===== config.mk =====
export PLATFORM = sky130hd
export DESIGN_NAME = hazard_scoreboard
export DESIGN_NICKNAME = d
export VERILOG_FILES = /design/src/rtl/hazard_scoreboard_pkg.sv /design/src/rtl/hazard_scoreboard_cnt.sv /design/src/rtl/hazard_scoreboard.sv
export SDC_FILE = /design/constraint.sdc
export NUM_CORES = 1
export LEC_CHECK = 0
export BUFFER_PORTS_ARGS = -buffer_cell sky130_fd_sc_hd__buf_2
export CAP_MARGIN = 15
export CORE_ASPECT_RATIO = 1.5
export CORE_MARGIN = 2
export CORE_UTILIZATION = 35
export CTS_BUF_LIST = sky130_fd_sc_hd__clkbuf_4
export DETAILED_ROUTE_END_ITERATION = 16
export SKIP_LAST_GASP = 1
export SYNTH_ARGS = -nofsm -noshare
export SYNTH_HDL_FRONTEND = slang
export SYNTH_SLANG_ARGS = --single-unit

===== constraint.sdc =====
create_clock -name clk_i -period 4.5 [get_ports clk_i]
set_input_delay 0.9 -clock clk_i [delete_from_list [all_inputs] [get_ports clk_i]]
set_output_delay 0.9 -clock clk_i [all_outputs]
set_load 0.03 [all_outputs]

===== src/rtl/hazard_scoreboard_pkg.sv =====
// Shared cpu constants for the ID-stage hazard scoreboard: register address width,
// default producer latency bound and the latency codes used by the decoder.
package hazard_scoreboard_pkg;

    localparam int ADDR_W      = 5;
    localparam int NUM_REGS    = 1 << ADDR_W;
    localparam int DEF_MAX_LAT = 4;
    localparam int LAT_W       = $clog2(DEF_MAX_LAT + 1);

    localparam logic [LAT_W-1:0] LAT_ALU  = LAT_W'(0);
    localparam logic [LAT_W-1:0] LAT_LOAD = LAT_W'(1);

endpackage


===== src/rtl/hazard_scoreboard_cnt.sv =====
// One per-register countdown: cycles remaining until the register's pending result
// can be consumed. A new write keeps the later of the old and new completion times.
module hazard_cnt #(
    parameter int W = hazard_scoreboard_pkg::LAT_W
) (
    input  logic         clk_i,
    input  logic         rst_i,
    input  logic         en_i,
    input  logic         wr_i,
    input  logic [W-1:0] lat_i,
    output logic [W-1:0] cnt_o
);

    logic [W-1:0] r_cnt;
    logic [W-1:0] w_dec;
    logic [W-1:0] w_next;

    always_comb begin
        w_dec  = (r_cnt == '0) ? '0 : r_cnt - W'(1);
        w_next = w_dec;
        if (wr_i && (lat_i > w_dec)) begin
            w_next = lat_i;
        end
    end

    // NOTE: state registers use non-blocking assignments so every counter samples
    // the pre-edge values; blocking here would create simulation order races.
    always_ff @(posedge clk_i) begin
        if (rst_i) begin
            r_cnt <= '0;
        end else if (en_i) begin
            r_cnt <= w_next;
        end
    end

    assign cnt_o = r_cnt;

endmodule


===== src/rtl/hazard_scoreboard.sv =====
// ID-stage RAW hazard scoreboard with per-register latency countdowns.
// Optional HAZARD_PERF_EN adds a 32-bit wrapping stall-cycle counter (stall_cnt_o).
module hazard_scoreboard #(
    parameter  int NUM_REGS = 32,
    parameter  int ADDR_W   = hazard_scoreboard_pkg::ADDR_W,
    parameter  int MAX_LAT  = hazard_scoreboard_pkg::DEF_MAX_LAT,
    localparam int LAT_W    = $clog2(MAX_LAT + 1)
) (
    input  logic                clk_i,
    input  logic                rst_i,
    input  logic                start_i,
    input  logic                id_valid_i,
    input  logic                flush_i,
    input  logic [ADDR_W-1:0]   id_rs1_i,
    input  logic [ADDR_W-1:0]   id_rs2_i,
    input  logic                id_rs1_use_i,
    input  logic                id_rs2_use_i,
    input  logic [ADDR_W-1:0]   id_rd_i,
    input  logic                id_regwrite_i,
    input  logic [LAT_W-1:0]    id_lat_i,
    output logic                stall_o,
    output logic                pcwrite_o,
    output logic                noop_o,
`ifdef HAZARD_PERF_EN
    output logic [31:0]         stall_cnt_o,
`endif
    output logic [NUM_REGS-1:0] pending_o
);

    logic [LAT_W-1:0] w_cnt [NUM_REGS];
    logic [LAT_W-1:0] w_lat;
    logic             w_hazard;
    logic             w_present;
    logic             w_issue_wr;

    assign w_cnt[0] = '0;

    // NOTE: every signal written in always_comb gets its default first so no path
    // leaves it unassigned and no latch is inferred.
    always_comb begin
        w_lat = id_lat_i;
        if (id_lat_i > LAT_W'(MAX_LAT)) begin
            w_lat = LAT_W'(MAX_LAT);
        end
        w_hazard  = (id_rs1_use_i && (w_cnt[id_rs1_i] != '0))
                 || (id_rs2_use_i && (w_cnt[id_rs2_i] != '0));
        w_present = start_i && id_valid_i && !flush_i;
    end

    assign stall_o    = w_present && w_hazard;
    assign noop_o     = stall_o;
    assign pcwrite_o  = start_i && !stall_o;
    assign w_issue_wr = w_present && !w_hazard && id_regwrite_i && (id_rd_i != '0);

    // Counters only advance while running; a squashed or stalled write never reaches wr_i.
    genvar g;
    generate
        for (g = 1; g < NUM_REGS; g++) begin : g_cnt
            hazard_cnt #(
                .W(LAT_W)
            ) u_cnt (
                .clk_i (clk_i),
                .rst_i (rst_i),
                .en_i  (start_i),
                .wr_i  (w_issue_wr && (id_rd_i == ADDR_W'(g))),
                .lat_i (w_lat),
                .cnt_o (w_cnt[g])
            );
        end
    endgenerate

    always_comb begin
        pending_o = '0;
        for (int r = 0; r < NUM_REGS; r++) begin
            pending_o[r] = (w_cnt[r] != '0);
        end
    end

`ifdef HAZARD_PERF_EN
    logic [31:0] r_stall_cnt;

    always_ff @(posedge clk_i) begin
        if (rst_i) begin
            r_stall_cnt <= '0;
        end else if (stall_o) begin
            r_stall_cnt <= r_stall_cnt + 32'd1;
        end
    end

    assign stall_cnt_o = r_stall_cnt;
`endif

endmodule

==> After elaboration in Yosys (flattened, before gate mapping) <==
Index checks and enable logic that the tools add are counted.
{ "totals": {"regBits": 93, "in_bits": 26, "output_inout_bits": 35, "elab_cells": 338} }
{ "classes": {"addsub": 31, "n_lt_le_gt_ge": 34, "eq_ne": 31, "mux": 69, "bitwise": 2, "n_reduce_logical": 140} }
{ "ops": {"columns": ["operator", "n"], "rows": [
  ["3-bit two-way mux", 67],
  ["3-bit nonzero test", 33],
  ["3-bit greater-than comparator", 31],
  ["3-bit logical NOT", 31],
  ["3-bit by 1-bit subtractor with 3-bit output, second input constant", 31],
  ["5-bit == test, second input constant", 16],
  ["1-bit logical AND", 71],
  ["5-bit by 4-bit == test with 1-bit output, second input constant", 8],
  ["3-bit binary-select mux with 5-bit select", 2],
  ["5-bit by 3-bit == test with 1-bit output, second input constant", 4],
  ["6-bit >= comparator, second input constant", 2],
  ["5-bit inverter with 6-bit output", 2],
  ["5-bit by 2-bit == test with 1-bit output, second input constant", 2],
  ["5-bit by 1-bit == test with 1-bit output, second input constant", 1],
  ["5-bit nonzero test", 1],
  ["3-bit greater-than comparator, second input constant", 1],
  ["1-bit logical NOT", 3],
  ["1-bit logical OR", 1]
]} }

==> Depth between registers and ports, before layout <==
{ "depth": {"depth_word": 14, "mapped_depth": 12} }

==> Cells and area by module <==
A second synthesis with hierarchy kept.
{ "unflattened": {"cells_unflattened": 1069, "area_unflattened_um2": 9062.4} }
{ "by_module_without_submodules": {"columns": ["mod", "instances", "cells_per_inst", "area_per_inst_um2"], "rows": [
  ["hazard_cnt", 31, 28, 247.7],
  ["hazard_scoreboard", 1, 201, 1382.6]
]} }

==> Worst setup path before layout <==
Ideal clock, no wire load.
{ "synth_timing": {"path_kind": "input -> output", "startpoint": "input id_rs2_i[0]", "endpoint": "output pcwrite_o", "t_arrival_ps": 3838, "required_ps": 3600, "slack_ps": -238, "stages": 9, "n_path_buf": 3, "path_cell_list": "buf_6 -> mux4_2 -> and2_1 -> o311a_4 -> o311a_1 -> buf_2 -> buf_4 -> nor3_1 -> nor2_1"} }
{ "synth_between": {"elab_chain_cells": 10} }
{ "synth_lines": {"columns": ["item", "line_no", "source"], "rows": [
  ["start, declared", "hazard_scoreboard.sv:15", "input logic [ADDR_W-1:0] id_rs2_i,"],
  ["5-bit inverter with 6-bit output (not written as such)", "hazard_scoreboard.sv:46", "|| (id_rs2_use_i && (w_cnt[id_rs2_i] != '0));"],
  ["3-bit binary-select mux with 5-bit select", "hazard_scoreboard.sv:46", null],
  ["3-bit two-way mux (not written as such) (2 in a row)", "hazard_scoreboard.sv:46", null],
  ["3-bit nonzero test", "hazard_scoreboard.sv:46", null],
  ["1-bit logical AND", "hazard_scoreboard.sv:46", null],
  ["1-bit logical OR", "hazard_scoreboard.sv:46", null],
  ["1-bit logical AND", "hazard_scoreboard.sv:50", "assign stall_o = w_present && w_hazard;"],
  ["net noop_o", "hazard_scoreboard.sv:23", "output logic noop_o,"],
  ["1-bit logical NOT", "hazard_scoreboard.sv:52", "assign pcwrite_o = start_i && !stall_o;"],
  ["1-bit logical AND", "hazard_scoreboard.sv:52", null],
  ["end, declared", "hazard_scoreboard.sv:22", "output logic pcwrite_o,"]
]} }
The timed path passes the listed nets, and every way through them passes these cells. The select of a mux whose other input is x is not followed.

==> Final worst setup path <==
{ "layout_timing": {"startpoint": "register g_cnt[29].u_cnt.r_cnt[2]", "endpoint": "output pcwrite_o"} }
{ "layout_between": {"elab_chain_cells": 9} }
{ "layout_lines": {"columns": ["item", "line_no", "source"], "rows": [
  ["start, declared", "hazard_scoreboard_cnt.sv:14", "logic [W-1:0] r_cnt;"],
  ["start signal, assigned", "hazard_scoreboard_cnt.sv:32", "r_cnt <= w_next;"],
  ["3-bit binary-select mux with 5-bit select, on equally long branches", "hazard_scoreboard.sv:45, hazard_scoreboard.sv:46", null],
  ["3-bit two-way mux, on equally long branches (2 in a row)", "hazard_scoreboard.sv:45, hazard_scoreboard.sv:46", null],
  ["3-bit nonzero test, on equally long branches", "hazard_scoreboard.sv:45, hazard_scoreboard.sv:46", null],
  ["1-bit logical AND, on equally long branches", "hazard_scoreboard.sv:45, hazard_scoreboard.sv:46", null],
  ["1-bit logical OR (*)", "hazard_scoreboard.sv:46", null],
  ["1-bit logical AND (*)", "hazard_scoreboard.sv:50", null],
  ["1-bit logical NOT (*)", "hazard_scoreboard.sv:52", null],
  ["1-bit logical AND (*)", "hazard_scoreboard.sv:52", null]
]} }
Every way passes the cells marked *; elsewhere a longest branch is shown, timed or not. The select of a mux whose other input is x is not followed.

==> results.txt <==
RSZ-0062 raised after global routing -> no
# clock sinks -> 93
Slowest CP cell -> o311ai_0
First-pass GRT wire length -> 51900 um
Startpoint Class -> flip-flop
Hold path cells -> 2
Area delta synth->final -> 8.20%
Post-synthesis area per instance -> 7.95 um2
DRT Pass-1 Iters -> 5
Final ANT Viol Nets -> 0
Mapped Cells -> 1220
Detailed Route WL -> 32500 um
Die Area -> 29100 um2
Crit path DAT -> 3.21 ns
Syn nets -> 1401
Worst skew pair latency -> 0.54 ns
IO buf count -> 59
Reg-to-reg startpoint -> g_cnt[29].u_cnt.cnt_o[2]
CTS tree -> done
Die H -> 208 um
Reg2reg setup slack -> 0.93 ns
Clock power frac -> 0.233
FF+latch count, synth -> 93
H-tree levels -> 3
Slowest stage delay, CP -> 0.65 ns
Hold crit path type -> reg2reg
Max Cap Viol -> 0
Post-synth EDFFs -> 0
CP endpoint kind -> primary output
Outcome -> finished, final reports clean
Starting Density -> 0.356
Worst-path clk slew -> 0.17 ns
Synth unique cells -> 66
Slew Limit Fails -> 0
Root buffer cell -> clkbuf_4
Num CTS Buffers -> 9
Via count -> 9572
Final period utilization -> 0.914
Crit path max fanout -> 5
DRC -> 0
Sw frac -> 0.417
Max VDD drop -> 116 uV
Final setup TNS -> 0 ns
Setup Buffers After CTS -> 0
Max reg flops -> 93
Pint -> 1.44 mW
Reg2Reg Depth -> 8
Die Width -> 140 um
Initial DRC Count -> 699
Post-synthesis sequential area ratio -> 0.192
Core area -> 27200 um2
Rel. slew slack -> 0.275
DR WL/cell -> 20.4 um
Leak pwr -> 4.46 nW
Number of cell rows -> 74
Hold wc startpoint -> g_cnt[2].u_cnt.cnt_o[0]
Fmax -> 0.243 GHz
CP required -> 3.60 ns
Final setup vio count -> 0
Number of global-route vias before repair -> 9576
Pwr per Cell Area -> 236 nW/um2
Via density -> 6.01
Core Util, Final -> 0.386
Sequential share of power -> 0.379
Post-CTS Hold Buffers -> 0
Dominant synthesized flop cell -> dfxtp_1
Crit Path Class -> reg2out
Final number of hold-violating endpoints -> 0
Combinational power share -> 0.388
CTS Buffer Depth -> 2
R2r endpoint -> g_cnt[19].u_cnt.cnt_o[2]
Min Clock Period, post-route -> 4.11 ns
Largest net degree at the start of global routing -> 58
Crit-path cells -> nor3_1, mux2i_1, o311ai_0, or4_1, o311a_2, nor3_2, nor2_1, buf_2
Post-route cell area -> 10500 um2
P_sw -> 1.03 mW
Initial antenna violation count -> 4
Placed cell areas -> 10300 um2
CTS-repair resized insts -> 0
Slew @ Worst Pin -> 1.09 ns
Nets -> 1423
I/O Pins -> 61
Max Clock Skew -> 0.0284 ns
Routability cong. -> 0.878
Warnings, synthesis -> 0
Sink of the worst hold path -> g_cnt[2].u_cnt.cnt_o[0]
Netlist Area Pre-Place -> 9700 um2
Total gr overflow -> 0
Share of layout cells above drive strength 1 -> 0.135
Ys async rst share -> 0
Total GRT Usage -> 0.222
DPL Wire Length -> 22900 um
-- cells in the mapped netlist, drive strengths merged (2+ instances only) --
| cell type | instances | area (um2) |
|---|---|---|
| a2111oi | 14 | 190 |
| a211o | 3 | 26.3 |
| a211oi | 45 | 338 |
| a21oi | 34 | 170 |
| a221oi | 10 | 87.6 |
| a311o | 12 | 120 |
| a311oi | 31 | 272 |
| a31oi | 17 | 106 |
| a41oi | 10 | 87.6 |
| and2 | 41 | 259 |
| and3 | 25 | 156 |
| buf | 24 | 144 |
| clkbuf | 53 | 199 |
| dfxtp | 93 | 1860 |
| ha | 155 | 1940 |
| inv | 151 | 567 |
| mux2i | 2 | 20.0 |
| mux4 | 5 | 113 |
| nand2 | 21 | 78.8 |
| nand2b | 11 | 68.8 |
| nand3 | 49 | 245 |
| nand4 | 25 | 156 |
| nand4b | 2 | 17.5 |
| nor2 | 95 | 357 |
| nor2b | 34 | 213 |
| nor3 | 35 | 196 |
| nor3b | 8 | 60.1 |
| nor4 | 28 | 215 |
| nor4b | 7 | 67.6 |
| o2111a | 3 | 33.8 |
| o2111ai | 5 | 43.8 |
| o211a | 3 | 30.0 |
| o211ai | 15 | 113 |
| o21a | 21 | 158 |
| o21ai | 31 | 155 |
| o221a | 10 | 113 |
| o22ai | 2 | 12.5 |
| o311a | 3 | 41.3 |
| o311ai | 12 | 123 |
| o31ai | 27 | 203 |
| o41ai | 10 | 87.6 |
| or2 | 21 | 131 |
| or3 | 6 | 37.5 |
| or4 | 3 | 22.5 |
-- logic make-up (layout without fill, tap and decap cells) --
kind of cell | count (synthesis) | after routing | share of synthesized area
multiplexers | 7 | 7 | 0.0137
buffers and inverters | 228 | 255 | 0.0937
flip-flops | 93 | 93 | 0.192
adder cells (fa/ha/maj) | 155 | 155 | 0.200
AND/OR/NAND/NOR | 412 | 412 | 0.236
AO/OA/AOI/OAI | 324 | 324 | 0.264
other | 1 | 5 | 0.000386
-- per-layer routing --
layer | global-route usage | routed length, um
met1 | 0.256 | 13200
met2 | 0.393 | 16300
met3 | 0.0288 | 1320
met4 | 0.127 | 1690
met5 | 0 | 0
-- cell usage in the layout (no fill, tap or decap), types with 10 or more instances in the layout --
cell         n
a2111oi_2   10
a211oi_1    45
a21oi_1     34
a221oi_1    10
a311o_1     12
a311oi_1    31
a31oi_1     17
a41oi_1     10
and2_1      40
and3_1      25
buf_2       58
buf_4       29
clkbuf_4    10
dfxtp_1     93
ha_1       155
inv_1      149
nand2_1     21
nand2b_1    11
nand3_1     49
nand4_1     25
nor2_1      95
nor2b_1     33
nor3_1      31
nor4_1      23
o211ai_1    15
o21a_1      21
o21ai_0     31
o221a_2     10
o31ai_1     27
o41ai_1     10
or2_2       21
-- cell type report --
| type | instances | area, um2 |
|---|---|---|
| fill | 2856 | 16700 |
| multi-input combinational | 899 | 6940 |
| antenna | 4 | 10.0 |
| clock buffer | 10 | 75.1 |
| timing repair buffer | 88 | 528 |
| inverter | 151 | 567 |
| tap | 342 | 428 |
| clock inverter | 6 | 87.6 |
| sequential | 93 | 1860 |
-- power by group through the flow --
stage / clock network (mW) / registers, mW / logic, mW
3_5_place_dp: 0 / 0.953 / 0.955
2_1_floorplan: 0 / 0.933 / 0.686
4_1_cts: 0.587 / 0.935 / 0.961
5_1_grt: 0.619 / 0.947 / 1.06
6_report: 0.577 / 0.936 / 0.960
3_3_place_gp: 0 / 0.952 / 0.933
-- through the flow --
stage / power, mW / hold slack [ns] / std cells / setup slack [ns]
finish: 2.47 / 0.537 / 1593 / 0.385
detailed placement: 1.91 / 0.506 / 1573 / 0.476
global placement: 1.88 / 0.505 / 1573 / 0.498
global route: 2.63 / 0.567 / 1593 / 0.296
CTS: 2.48 / 0.536 / 1589 / 0.344
floorplan: 1.62 / 0.479 / 1220 / 0.122
-- worst max path at each step --
stage                                        start  cells past startpoint        end  slack, ns
after floorplan                        id_rs2_i[0]                      9  pcwrite_o       0.12
after global placement                 id_rs2_i[0]                      8  pcwrite_o       0.50
after detailed placement               id_rs2_i[0]                      8  pcwrite_o       0.48
after CTS                 g_cnt[29].u_cnt.cnt_o[2]                      8  pcwrite_o       0.34
after global routing      g_cnt[29].u_cnt.cnt_o[2]                      8  pcwrite_o       0.30
final                     g_cnt[29].u_cnt.cnt_o[2]                      8  pcwrite_o       0.39
-- critical path: cells and delay by family, from the launching register on --
family	cells	cell delay, ns
mux	1	0.15
buf+inv	1	0.21
simple gates	4	1.04
compound gates	2	0.91
flops	1	0.38
No activity file was read; power rests on OpenSTA's default activity.
